==> src/rtl/lfsr_seq_ctrl_pkg.sv <==
// Shared types and constants for the LFSR sequencer: FSM state encoding and
// default widths.
package lfsr_seq_ctrl_pkg;

   localparam int SHIFT_BITS = 8;
   localparam int CNT_W_DEF  = 8;

   typedef enum logic [2:0] {
      ST_IDLE  = 3'd0,
      ST_RUN   = 3'd1,
      ST_SHIFT = 3'd2,
      ST_DRAIN = 3'd3,
      ST_RESP  = 3'd4
   } state_t;

endpackage

==> src/rtl/lfsr_bit_deser.sv <==
// LSB-first serial-to-parallel register. The first captured bit ends up in bit 0
// once WIDTH captures have been taken.
module lfsr_bit_deser
   import lfsr_seq_ctrl_pkg::*;
#(
   parameter int WIDTH = lfsr_seq_ctrl_pkg::SHIFT_BITS
) (
   input  logic             Clock,
   input  logic             Reset,
   input  logic             clr,
   input  logic             cap,
   input  logic             din,
   output logic [WIDTH-1:0] data
);

   // NOTE: sequential state uses non-blocking assignments so every flop samples pre-edge values.
   always_ff @(posedge Clock or negedge Reset) begin
      if (!Reset) begin
         data <= '0;
      end else if (clr) begin
         data <= '0;
      end else if (cap) begin
         data <= {din, data[WIDTH-1:1]};
      end
   end

endmodule

==> src/rtl/lfsr_seq_ctrl.sv <==
// Sequencer for the 8-bit Galois LFSR core: runs N step cycles, shifts the
// register out serially, and returns the rebuilt byte on a valid/ready channel.
module lfsr_seq_ctrl
   import lfsr_seq_ctrl_pkg::*;
#(
   parameter int CNT_W      = CNT_W_DEF,
   parameter int SHIFT_BITS = lfsr_seq_ctrl_pkg::SHIFT_BITS
) (
   input  logic                  Clock,
   input  logic                  Reset,
   input  logic                  req_valid,
   output logic                  req_ready,
   input  logic [CNT_W-1:0]      req_cycles,
   input  logic                  abort,
   output logic                  rsp_valid,
   input  logic                  rsp_ready,
   output logic [SHIFT_BITS-1:0] rsp_data,
   output logic                  rsp_err,
   output logic                  busy,
   output logic                  lfsr_en,
   output logic                  lfsr_out_en,
   input  logic                  lfsr_out,
   input  logic                  lfsr_valid
);

   localparam int BIT_CNT_W = $clog2(SHIFT_BITS) + 1;

   state_t                 state;
   state_t                 state_nxt;
   logic [CNT_W-1:0]       step_cnt;
   logic [BIT_CNT_W-1:0]   bit_cnt;
   logic                   accept;
   logic                   abort_hit;
   logic                   capture;

   assign accept    = (state == ST_IDLE) && req_valid;
   assign abort_hit = abort && (state inside {ST_RUN, ST_SHIFT, ST_DRAIN});
   // The core registers its serial output, so each bit lands one cycle after its enable.
   assign capture   = ((state == ST_SHIFT) && (bit_cnt != '0)) || (state == ST_DRAIN);

   always_ff @(posedge Clock or negedge Reset) begin
      if (!Reset) begin
         state <= ST_IDLE;
      end else begin
         state <= state_nxt;
      end
   end

   always_comb begin
      state_nxt = state;
      case (state)
         ST_IDLE:  if (req_valid) state_nxt = (req_cycles != '0) ? ST_RUN : ST_SHIFT;
         ST_RUN:   if (step_cnt == CNT_W'(1)) state_nxt = ST_SHIFT;
         ST_SHIFT: if (bit_cnt == BIT_CNT_W'(SHIFT_BITS - 1)) state_nxt = ST_DRAIN;
         ST_DRAIN: state_nxt = ST_RESP;
         ST_RESP:  if (rsp_ready) state_nxt = ST_IDLE;
         default:  state_nxt = ST_IDLE;
      endcase
      if (abort_hit) state_nxt = ST_IDLE;
   end

   // NOTE: every output gets a default before the case so no path infers a latch.
   always_comb begin
      req_ready   = 1'b0;
      busy        = 1'b1;
      rsp_valid   = 1'b0;
      lfsr_en     = 1'b0;
      lfsr_out_en = 1'b0;
      case (state)
         ST_IDLE: begin
            req_ready = 1'b1;
            busy      = 1'b0;
         end
         ST_RUN:   lfsr_en     = 1'b1;
         ST_SHIFT: lfsr_out_en = 1'b1;
         ST_RESP:  rsp_valid   = 1'b1;
         default:  ;
      endcase
   end

   // The bit counter sits at zero outside SHIFT, which clears it on every entry.
   always_ff @(posedge Clock or negedge Reset) begin
      if (!Reset) begin
         step_cnt <= '0;
         bit_cnt  <= '0;
         rsp_err  <= 1'b0;
      end else begin
         if (accept) begin
            step_cnt <= req_cycles;
         end else if (state == ST_RUN) begin
            step_cnt <= step_cnt - CNT_W'(1);
         end

         if (state == ST_SHIFT) begin
            bit_cnt <= bit_cnt + BIT_CNT_W'(1);
         end else begin
            bit_cnt <= '0;
         end

         if ((state == ST_DRAIN) && !abort) begin
            rsp_err <= ~lfsr_valid;
         end
      end
   end

   lfsr_bit_deser #(
      .WIDTH (SHIFT_BITS)
   ) u_deser (
      .Clock (Clock),
      .Reset (Reset),
      .clr   (accept),
      .cap   (capture),
      .din   (lfsr_out),
      .data  (rsp_data)
   );

endmodule

==> config.mk <==
export PLATFORM = sky130hd
export DESIGN_NAME = lfsr_seq_ctrl
export DESIGN_NICKNAME = d
export VERILOG_FILES = /design/src/rtl/lfsr_seq_ctrl_pkg.sv /design/src/rtl/lfsr_bit_deser.sv /design/src/rtl/lfsr_seq_ctrl.sv
export SDC_FILE = /design/constraint.sdc
export NUM_CORES = 1
export LEC_CHECK = 0
export BUFFER_PORTS_ARGS = -buffer_cell sky130_fd_sc_hd__buf_2
export CAP_MARGIN = 5
export CORE_MARGIN = 4
export CORE_UTILIZATION = 52
export CTS_CLUSTER_SIZE = 14
export DETAILED_ROUTE_END_ITERATION = 10
export GPL_ROUTABILITY_DRIVEN = 0
export GPL_TIMING_DRIVEN = 1
export PLACE_DENSITY_LB_ADDON = 0.08
export SYNTH_ARGS = -nofsm -noshare
export SYNTH_HDL_FRONTEND = slang
export SYNTH_SLANG_ARGS = --single-unit
==> constraint.sdc <==
create_clock -name Clock -period 2 [get_ports Clock]
set_input_delay 0 -clock Clock [delete_from_list [all_inputs] [get_ports Clock]]
set_output_delay 0 -clock Clock [all_outputs]
set_load 0.03 [all_outputs]
==> qor.yml <==
status: "complete, no violations"
synth_edf_count: 0
drt_iter0_markers: 26
grt_pass1_wl_mm: 5.112
route.vias.total: 1136
crit_family: "simple AND/OR/NAND/NOR gates"
crit_arrival_ps: 2030
synth.ff_latch_count: 24
numCtsBuffers: 3
clockRootBuffer: "clkbuf_4"
dieArea_sq_um: 3286
worstPathRequired_ps: 2200
drcViolationCount: 0
path_clk_slew_ps: 140
io_buffer_count: 28
avgSynthCellArea_sq_um: 9.511
ys_warn_count: 0
slowest_delay_ps: 530
insertion_delay_ps: 310
clock_sinks: 24
swShare_pct: 46.40
pwr-share-clk_pct: 14.1
seqPwrFrac_pct: 33.7
synthesis.area_sq_um: 1265
p_sw_w: 0.001165
grt_max_degree: 25
synth_flop_cell: "dfrtp_1"
route.detailed.wl_per_inst_microns: 14.74
synth_seq_area_share_pct: 47.48
grt_overflow: 0
rows: 17
synthArstFlopShare_pct: 100.0
drt_first_pass_iters: 4
p_leak_nw: 0.7773
synth_cell_types: 37
layout-drive-gt1-share_pct: 23.86
max_slew_margin_pct: 64.65
fin_worst_skew_ps: 3.340
final.setup.tns_ps: 0
die_w_microns: 57.32
hold_viol: 0
worstPathCellList: "or3b_1 > clkinv_2 > nand2_1 > o311ai_0 > o211ai_1"
syn-instance-count: 133
antenna_found_initial: 0
path_max_fanout: 8
syn_nets: 152
antenna_cells: 0
post_cts_buffers: 0
worst_pin_slew_ps: 530.2
crit_slowest_cell: "or3b_1"
cp_num_buf_inv: 1
syn_to_final_growth_pct: 27.40
max_freq_ghz: 0.5463
min-delay-path-class: "in2reg"
num_io_pins: 29
ctsHtreeMaxLevel: 1
ant_nets: 0
tritoncts: "yes"
cts_resized: 0
routed_wl_mm: 3.006
endpoint_kind: "register"
hpwl_mm: 2.110
regArea_sq_um: 600.6
max_cap_violations: 0
min_period_over_period_pct: 91.52
final_max_slew_viol_count: 0
final_net_count: 196
grt_pass1_vias: 1140
internal_power_w: 0.001345
track_usage_pct: 19.45
critPathLaunchType: "register"
setup_viol: 0
worst-setup-path-type: "reg2reg"
cts_hold_buf: 12
avgViaCountPerCell: 5.569
die_y_microns: 57.32
fin_crit_ps: 1830
fill_cells: 185
stdcell_count: 204
place_inst: 188
multi_input_area_sq_um: 594.3
rsz0062_at_grt: "no"
coreArea_sq_um: 2255
clockBufferDepth: 2
power_frac_comb_pct: 52.2
pwr_density_cell_nw_per_um2: 1557
placed_area_sq_um: 1439
max-vdd-ir-drop_v: 0.0009624
start_util_pct: 56.10
fin_area_sq_um: 1612
[through the flow]
step | utilization, % | total power (W) | setup WS, ps | hold WS [ps]
6_report | 71.48 | 0.002510 | 169.6 | 52.02
5_1_grt | 71.48 | 0.002692 | 26.45 | 87.58
4_1_cts | 71.48 | 0.002504 | 184.2 | 44.14
3_5_place_dp | 63.82 | 0.002125 | 236.1 | 12.91
3_3_place_gp | 63.82 | 0.002083 | 288.9 | 9.148
2_1_floorplan | - | 0.001774 | 306.3 | -295.6
[power by group through the flow]
stage | clock (W) | combinational, W | sequential (W)
floorplan | 0 | 0.000811 | 0.000963
detailed placement | 0 | 0.00127 | 0.000854
global route | 0.000380 | 0.00143 | 0.000877
global placement | 0 | 0.00124 | 0.000840
finish | 0.000355 | 0.00131 | 0.000846
CTS | 0.000358 | 0.00130 | 0.000844
[Yosys cell counts, drive strengths merged (3+ instances only)]
cell type	number	area share, %
buf	5	2.5
nor4b	3	3.6
inv	9	2.7
o21ai	15	5.9
a221o	3	2.4
nand2	26	7.9
ha	4	4.0
nor4	4	2.0
dfrtp	24	47
nor2	9	2.7
[final cells by class]
cell class                      count  area share, %
Inverter                           10          2.407
Multi-Input combinational cell     94          36.88
Timing Repair Buffer               44          18.01
Clock inverter                      1          1.863
Clock buffer                        3          1.398
Tap cell                           28          2.174
Sequential cell                    24          37.27
[tightest hold or removal path: stages]
cell	delay (ps)
buf_2	120
o21ai_0	80
nor4b_2	150
[per-layer routing]
metal	vias up	track usage (%)	part of all wire, %
li1	558	-	-
met1	534	24.36	44
met2	38	34.26	49
met3	6	3.167	5.3
met4	0	5.960	1.5
met5	-	0	0
[sequential cells by signal (all words and copies together) (netlist names)]
| signal | count |
|---|---|
| rsp_err | 1 |
| state | 3 |
| bit_cnt | 4 |
| step_cnt | 8 |
| u_deser.data | 8 |
[layout by cell type (no fill, tap or decap), types with 2 or more instances in the layout]
cell type and count:
buf_2 28, nand2_1 25, dfrtp_1 24, o21ai_0 14
dlygate4sd3_1 12, inv_1 9, nor2_1 9, nor4_1 4
ha_1 4, buf_4 4, nor4b_2 3, a221o_1 3
clkbuf_4 3, xnor2_1 2, nand3_1 2, o221ai_1 2
nor3_1 2, a21oi_1 2, o311ai_0 2, o211ai_1 2
[worst paths after layout]
| path | start | endpoint | slack, ps | cells after the start |
|---|---|---|---|---|
| worst min register to register | u_deser.data[0] | u_deser.data[0] | 500 | 2 |
| min in group asynchronous | Reset | step_cnt[2] | 170 | 2 |
| worst max-delay path | state[2] | step_cnt[5] | 170 | 5 |
| worst min-delay path | abort | state[1] | 50 | 3 |
| max in group asynchronous | Reset | bit_cnt[0] | 1480 | 2 |
| worst max register to register | state[2] | step_cnt[5] | 170 | 5 |
[kinds of logic after synthesis]
kind of cell | count (synthesis) | synth area share [%]
AOI/OAI and AO/OA | 30 | 15.73
xor gates and xnor gates | 3 | 2.078
adders and majority gates | 4 | 3.957
buffers and inverters | 15 | 5.539
DFF | 24 | 47.48
muxes | 1 | 0.7913
and+or+nand+nor | 56 | 24.43
(Power assumes the default switching activity.)
